[config.mk]
export PLATFORM = sky130hd
export DESIGN_NAME = alu_rr_arbiter
export DESIGN_NICKNAME = d
export VERILOG_FILES = /design/src/rtl/alu_pkg.sv /design/src/rtl/alu.sv /design/src/rtl/alu_rr_arbiter.sv
export SDC_FILE = /design/constraint.sdc
export NUM_CORES = 1
export LEC_CHECK = 0
export BUFFER_PORTS_ARGS = -buffer_cell sky130_fd_sc_hd__buf_2
export CAP_MARGIN = 5
export CORE_ASPECT_RATIO = 1.75
export CORE_MARGIN = 1
export CORE_UTILIZATION = 36
export CTS_CLUSTER_DIAMETER = 100
export DETAILED_ROUTE_END_ITERATION = 10
export PLACE_DENSITY_LB_ADDON = 0.15
export REMOVE_ABC_BUFFERS = 1
export SLEW_MARGIN = 20
export SYNTH_ARGS = -nofsm -noshare
export SYNTH_HDL_FRONTEND = slang
export SYNTH_SLANG_ARGS = --single-unit
[constraint.sdc]
create_clock -name clk -period 4.45 [get_ports clk]
set_input_delay 0.6675 -clock clk [delete_from_list [all_inputs] [get_ports clk]]
set_output_delay 0.6675 -clock clk [all_outputs]
set_load 0.01 [all_outputs]
[src/rtl/alu_pkg.sv]
// alu_pkg: shared ALU widths, opcodes and arbiter state encoding.
package alu_pkg;
  localparam int DATA_W = 32;
  localparam int OP_W   = 4;
  localparam logic [OP_W-1:0] ALUOP_AND = 4'b0000;
  localparam logic [OP_W-1:0] ALUOP_OR  = 4'b0001;
  localparam logic [OP_W-1:0] ALUOP_ADD = 4'b0010;
  localparam logic [OP_W-1:0] ALUOP_SUB = 4'b0110;
  localparam logic [OP_W-1:0] ALUOP_LT  = 4'b0100;
  localparam logic [OP_W-1:0] ALUOP_XOR = 4'b0101;
  localparam logic [OP_W-1:0] ALUOP_SRL = 4'b1000;
  localparam logic [OP_W-1:0] ALUOP_SLL = 4'b1001;
  localparam logic [OP_W-1:0] ALUOP_SRA = 4'b1010;
  typedef enum logic [1:0] {IDLE, EXEC, RESP} state_t;
endpackage

[src/rtl/alu.sv]
// alu: 32-bit combinational ALU; undefined opcodes yield result 0 (zero flag set).
module alu
  import alu_pkg::*;
(
  input  logic [OP_W-1:0]   alu_op_i,
  input  logic [DATA_W-1:0] a_i,
  input  logic [DATA_W-1:0] b_i,
  output logic [DATA_W-1:0] result_o,
  output logic              zero_o
);
  always_comb begin
    case (alu_op_i)
      ALUOP_AND: result_o = a_i & b_i;
      ALUOP_OR:  result_o = a_i | b_i;
      ALUOP_ADD: result_o = a_i + b_i;
      ALUOP_SUB: result_o = a_i - b_i;
      ALUOP_LT:  result_o = {{(DATA_W-1){1'b0}}, $signed(a_i) < $signed(b_i)};
      ALUOP_XOR: result_o = a_i ^ b_i;
      ALUOP_SRL: result_o = a_i >> b_i[4:0];
      ALUOP_SLL: result_o = a_i << b_i[4:0];
      ALUOP_SRA: result_o = DATA_W'($signed(a_i) >>> b_i[4:0]);
      default:   result_o = '0;
    endcase
    zero_o = result_o == '0;
  end
endmodule

[src/rtl/alu_rr_arbiter.sv]
// alu_rr_arbiter: round-robin sharing of one ALU between two valid/ready requesters,
// operands latched at accept, registered response on a valid/ready channel.
module alu_rr_arbiter
  import alu_pkg::*;
(
  input  logic              clk,
  input  logic              rst_n,
  input  logic              req0_valid,
  output logic              req0_ready,
  input  logic [DATA_W-1:0] req0_op1,
  input  logic [DATA_W-1:0] req0_op2,
  input  logic [OP_W-1:0]   req0_alu_op,
  input  logic              req1_valid,
  output logic              req1_ready,
  input  logic [DATA_W-1:0] req1_op1,
  input  logic [DATA_W-1:0] req1_op2,
  input  logic [OP_W-1:0]   req1_alu_op,
  output logic              resp_valid,
  input  logic              resp_ready,
  output logic              resp_id,
  output logic [DATA_W-1:0] resp_result,
  output logic              resp_zero,
  output logic              busy
);
  state_t            state_q, state_d;
  logic              last_grant_q, id_q, win, accept;
  logic [DATA_W-1:0] op1_q, op2_q, alu_res;
  logic [OP_W-1:0]   alu_op_q;
  logic              alu_zero;
  // Requester != last_grant wins a tie; a lone valid requester always wins.
  always_comb begin
    win        = state_q == IDLE || (state_q == RESP && resp_ready);
    req0_ready = win && req0_valid && (!req1_valid || last_grant_q);
    req1_ready = win && req1_valid && (!req0_valid || !last_grant_q);
    accept     = req0_ready || req1_ready;
  end
  always_ff @(posedge clk or negedge rst_n)
    if (!rst_n) state_q <= IDLE;
    else        state_q <= state_d;
  always_comb
    state_d = state_q == EXEC ? RESP :
              accept ? EXEC :
              (state_q == RESP && !resp_ready) ? RESP : IDLE;
  always_comb begin
    resp_valid = state_q == RESP;
    busy       = state_q != IDLE;
  end
  always_ff @(posedge clk or negedge rst_n)
    if (!rst_n) begin
      last_grant_q <= 1'b1;
      id_q         <= 1'b0;
      op1_q        <= '0;
      op2_q        <= '0;
      alu_op_q     <= '0;
      resp_id      <= 1'b0;
      resp_result  <= '0;
      resp_zero    <= 1'b0;
    end else begin
      if (accept) begin
        last_grant_q <= req1_ready;
        id_q         <= req1_ready;
        op1_q        <= req1_ready ? req1_op1 : req0_op1;
        op2_q        <= req1_ready ? req1_op2 : req0_op2;
        alu_op_q     <= req1_ready ? req1_alu_op : req0_alu_op;
      end
      if (state_q == EXEC) begin
        resp_id     <= id_q;
        resp_result <= alu_res;
        resp_zero   <= alu_zero;
      end
    end
  alu u_alu (
    .alu_op_i (alu_op_q),
    .a_i      (op1_q),
    .b_i      (op2_q),
    .result_o (alu_res),
    .zero_o   (alu_zero)
  );
endmodule
==> results by group <==
Detailed routing
  • Antenna Nets Post-Route: 0
  • Final WL: 75520 um
  • DRC viols: 0
  • Via/cell ratio: 6.300
  • Vias: 16127
  • WL/cell: 29.50 um
  • DRT iter0 DRCs: 1300
  • DR pass1 iterations: 7

Worst hold path
  • Min-Delay Path Class: in2async

Place
  • Dpl cell area: 16870 sq um
  • Placer congestion estimate: 1.026
  • Port-buffer cells: 178
  • Hpwl dp: 60420 um

Clocking
  • Clk slew on worst S/H paths: 0.09 ns
  • CTS sink count: 106
  • Clk buf depth: 2
  • Setup Fix Bufs, Post-CTS: 0
  • Clock tree from TritonCTS: done
  • H-Tree Depth: 3
  • Hold buffers post-CTS: 0
  • Clock root cell: clkbuf_16
  • TritonCTS Buffers: 9
  • Worst-Skew Late Latency: 0.40 ns

Synth
  • Post-synth top area cell: dfrtp_1
  • Post-synthesis xor/xnor area fraction: 0.6920%
  • Simple-Gate Fraction of Synth Area: 19.32%
  • Ranking of synthesized cells by area: dfrtp_1 19%, ha_1 9.0%, mux2i_1 8.4%
  • Top_reg_cell synth: dfrtp_1
  • Top cell type's share of synthesized area: 18.87%
  • Largest family of logic cells by synthesized area: compound AO/OA/AOI/OAI gates
  • Most frequent cells after synthesis: 224 x nand2_1, 154 x o21ai_0, 117 x mux2i_1, 116 x a21oi_1, 110 x nor2_1
  • Synth cell types: 91
  • Yosys reg bits: 106
  • Mux share of post-synthesis cell area: 18.12%
  • Synthesized area: 13920 sq um
  • Adder-cell share of the synthesized area: 9.275%
  • Most frequent cell after synthesis: nand2_1
  • Sequential share of the synthesized area: 19.06%
  • Number of synthesized flops with an enable pin: 0
  • Asr flop ratio synth: 100.0%
  • YS warnings: 0
  • Mapped Avg Cell Area: 7.852 sq um
  • Cell count after synthesis: 1773
  • Post-synthesis compound-gate area fraction: 26.44%

Floorplan
  • Die Area: 39490 sq um
  • # IOs: 179
  • Die Ht: 262.1 um
  • Initial Util: 36.37%
  • FP Rows: 95
  • Die X: 150.7 um
  • Core Region: 38270 sq um

Worst setup path
  • R2r worst-path depth: 11
  • Highest cell delay on the worst timing path: 0.61 ns
  • Worst Path Arrival: 4.63 ns
  • Worst EP required: 4.76 ns
  • CP endpoint kind: register
  • CP max stage cell: mux4_2
  • CP Cell Sequence: buf_12 > mux4_2 > mux2_2 > a2111oi_2 > o211ai_1 > buf_4 > a2111oi_1 > o21a_1 > nand4_1 > or4_1 > o31ai_2
  • R2R Setup Slk: 0.13 ns
  • WS Path Type: reg2reg
  • CP Max Fanout: 58
  • Critical path startpoint category: register

Run
  • MaxCap Viol Count: 0

Layout
  • Finished Cell Area: 17280 sq um
  • Ant diodes: 0
  • Fill cells: 3967
  • P&R area growth vs syn: 24.11%
  • Layout cells sized above 1: 27.23%
  • Nets: 2313
  • Area of the multi-input gates: 10460 sq um
  • Sequential cell area: 2661 sq um
  • Util after Layout: 45.15%

Timing
  • Tightest Pin Transition: 1.009 ns
  • Skew final: 0.01576 ns
  • Minimum clock period: 4.316 ns
  • Slew headroom: 32.45%
  • # setup viols final: 0
  • RSZ-0062 raised after global routing: false
  • Final Hold Fails: 0
  • Fin crit share: 97.00%
  • FMAX: 231.7 MHz
  • Fin. max-slew vios: 0

Global routing
  • Pin count of the biggest net entering global routing: 59
  • GRT Residual Overflow: 0
  • Antenna violations before repair: 1
  • All-Layer GR Usage: 38.54%
  • Global-route wire length before repair: 108200 um
  • Number of global-route vias before repair: 15726

Outcome
  • Status: completed
worst paths after layout:
kind,startpoint,end
worst max-delay path,op2_q[0],resp_zero
worst min-delay path,rst_n,op2_q[26]
worst max register to register,op2_q[0],resp_zero
worst min register to register,resp_result[20],resp_result[20]
max in group asynchronous,rst_n,resp_result[5]
min in group clk,req1_op2[14],op2_q[14]
registers in the layout, indices dropped and copies added (netlist names):
signal and cells:
op2_q 32, id_q 1, alu_op_q 4, op1_q 32
last_grant_q 1, resp_zero 1, state_q 2, resp_result 32
resp_id 1
what timing repair did:
item,4_1_cts,5_1_grt
setup endpoints to repair,1,2
hold endpoints to repair,0,0
gates resized for setup,2,19
critical path: cells and delay by family, from the launching register on:
family                 cells  cell delay [ns]
and+or+nand+nor            2             0.62
muxes                      2             0.95
DFF                        1             0.46
AOI/OAI and AO/OA          5             1.61
buffers and inverters      2             0.55
routing by layer:
| metal | GRT usage, % | routed length [um] | vias up | share of wire (%) |
|---|---|---|---|---|
| met5 | 0 | 12 | - | 0.016 |
| met4 | 30.00 | 7124 | 2 | 9.4 |
| met3 | 6.910 | 5311 | 311 | 7.0 |
| met2 | 65.12 | 36510 | 875 | 48 |
| met1 | 42.43 | 26560 | 7753 | 35 |
| li1 | - | - | 7186 | - |
through the flow:
step / setup WS, ns / std cells / setup TNS, ns / hold WS (ns)
2_1_floorplan: -1.080 / 1636 / -6.460 / 0.3719
5_1_grt: 0.01694 / 2560 / 0 / 0.1984
3_5_place_dp: -0.1098 / 2544 / -0.1098 / 0.4649
4_1_cts: 0.02129 / 2560 / 0 / 0.1784
3_3_place_gp: -0.07545 / 2544 / -0.07545 / 0.4571
6_report: 0.1335 / 2560 / 0 / 0.1638
cell usage in the layout (no fill, tap or decap), types with 9 or more instances in the layout:
cell type and n:
a21o_1 21, nor4_1 15, clkbuf_16 9, nand4_1 15
ha_1 99, a22oi_1 23, nor2_1 110, mux4_2 42
nand2b_1 17, nor3_1 36, inv_1 100, a21oi_1 116
or3_1 11, a221oi_1 20, nand2_1 224, a211o_1 9
mux2_1 10, a211oi_1 22, nor2b_1 17, o21a_1 10
o211ai_1 23, buf_12 10, and3_1 15, o22ai_1 13
a31oi_1 12, o31ai_1 9, buf_2 177, nand3_1 27
or2_2 11, o21ai_1 10, dfrtp_1 101, o21ai_0 153
o21bai_1 9, mux2i_1 117, buf_4 234, a221o_1 12
o221ai_1 17, mux2_2 26
cells by family (layout without fill, tap and decap cells):
kind of cell	after synthesis	count (layout)
and+or+nand+nor	560	560
AOI/OAI and AO/OA	557	557
buffers and inverters	242	544
muxes	195	195
DFF	106	106
adders and majority gates	102	102
xor gates and xnor gates	11	11
final cells by class:
cell class / count / share of cell area (%)
multi-input combinational: 1425 / 60.55
clock inverter: 6 / 0.3331
sequential: 106 / 15.40
clock buffer: 10 / 1.325
inverter: 105 / 2.295
timing repair buffer: 423 / 16.58
tap: 485 / 3.512
Power is not shown: default switching activity piles up to over one toggle a cycle in this logic, so the estimate is an artifact.
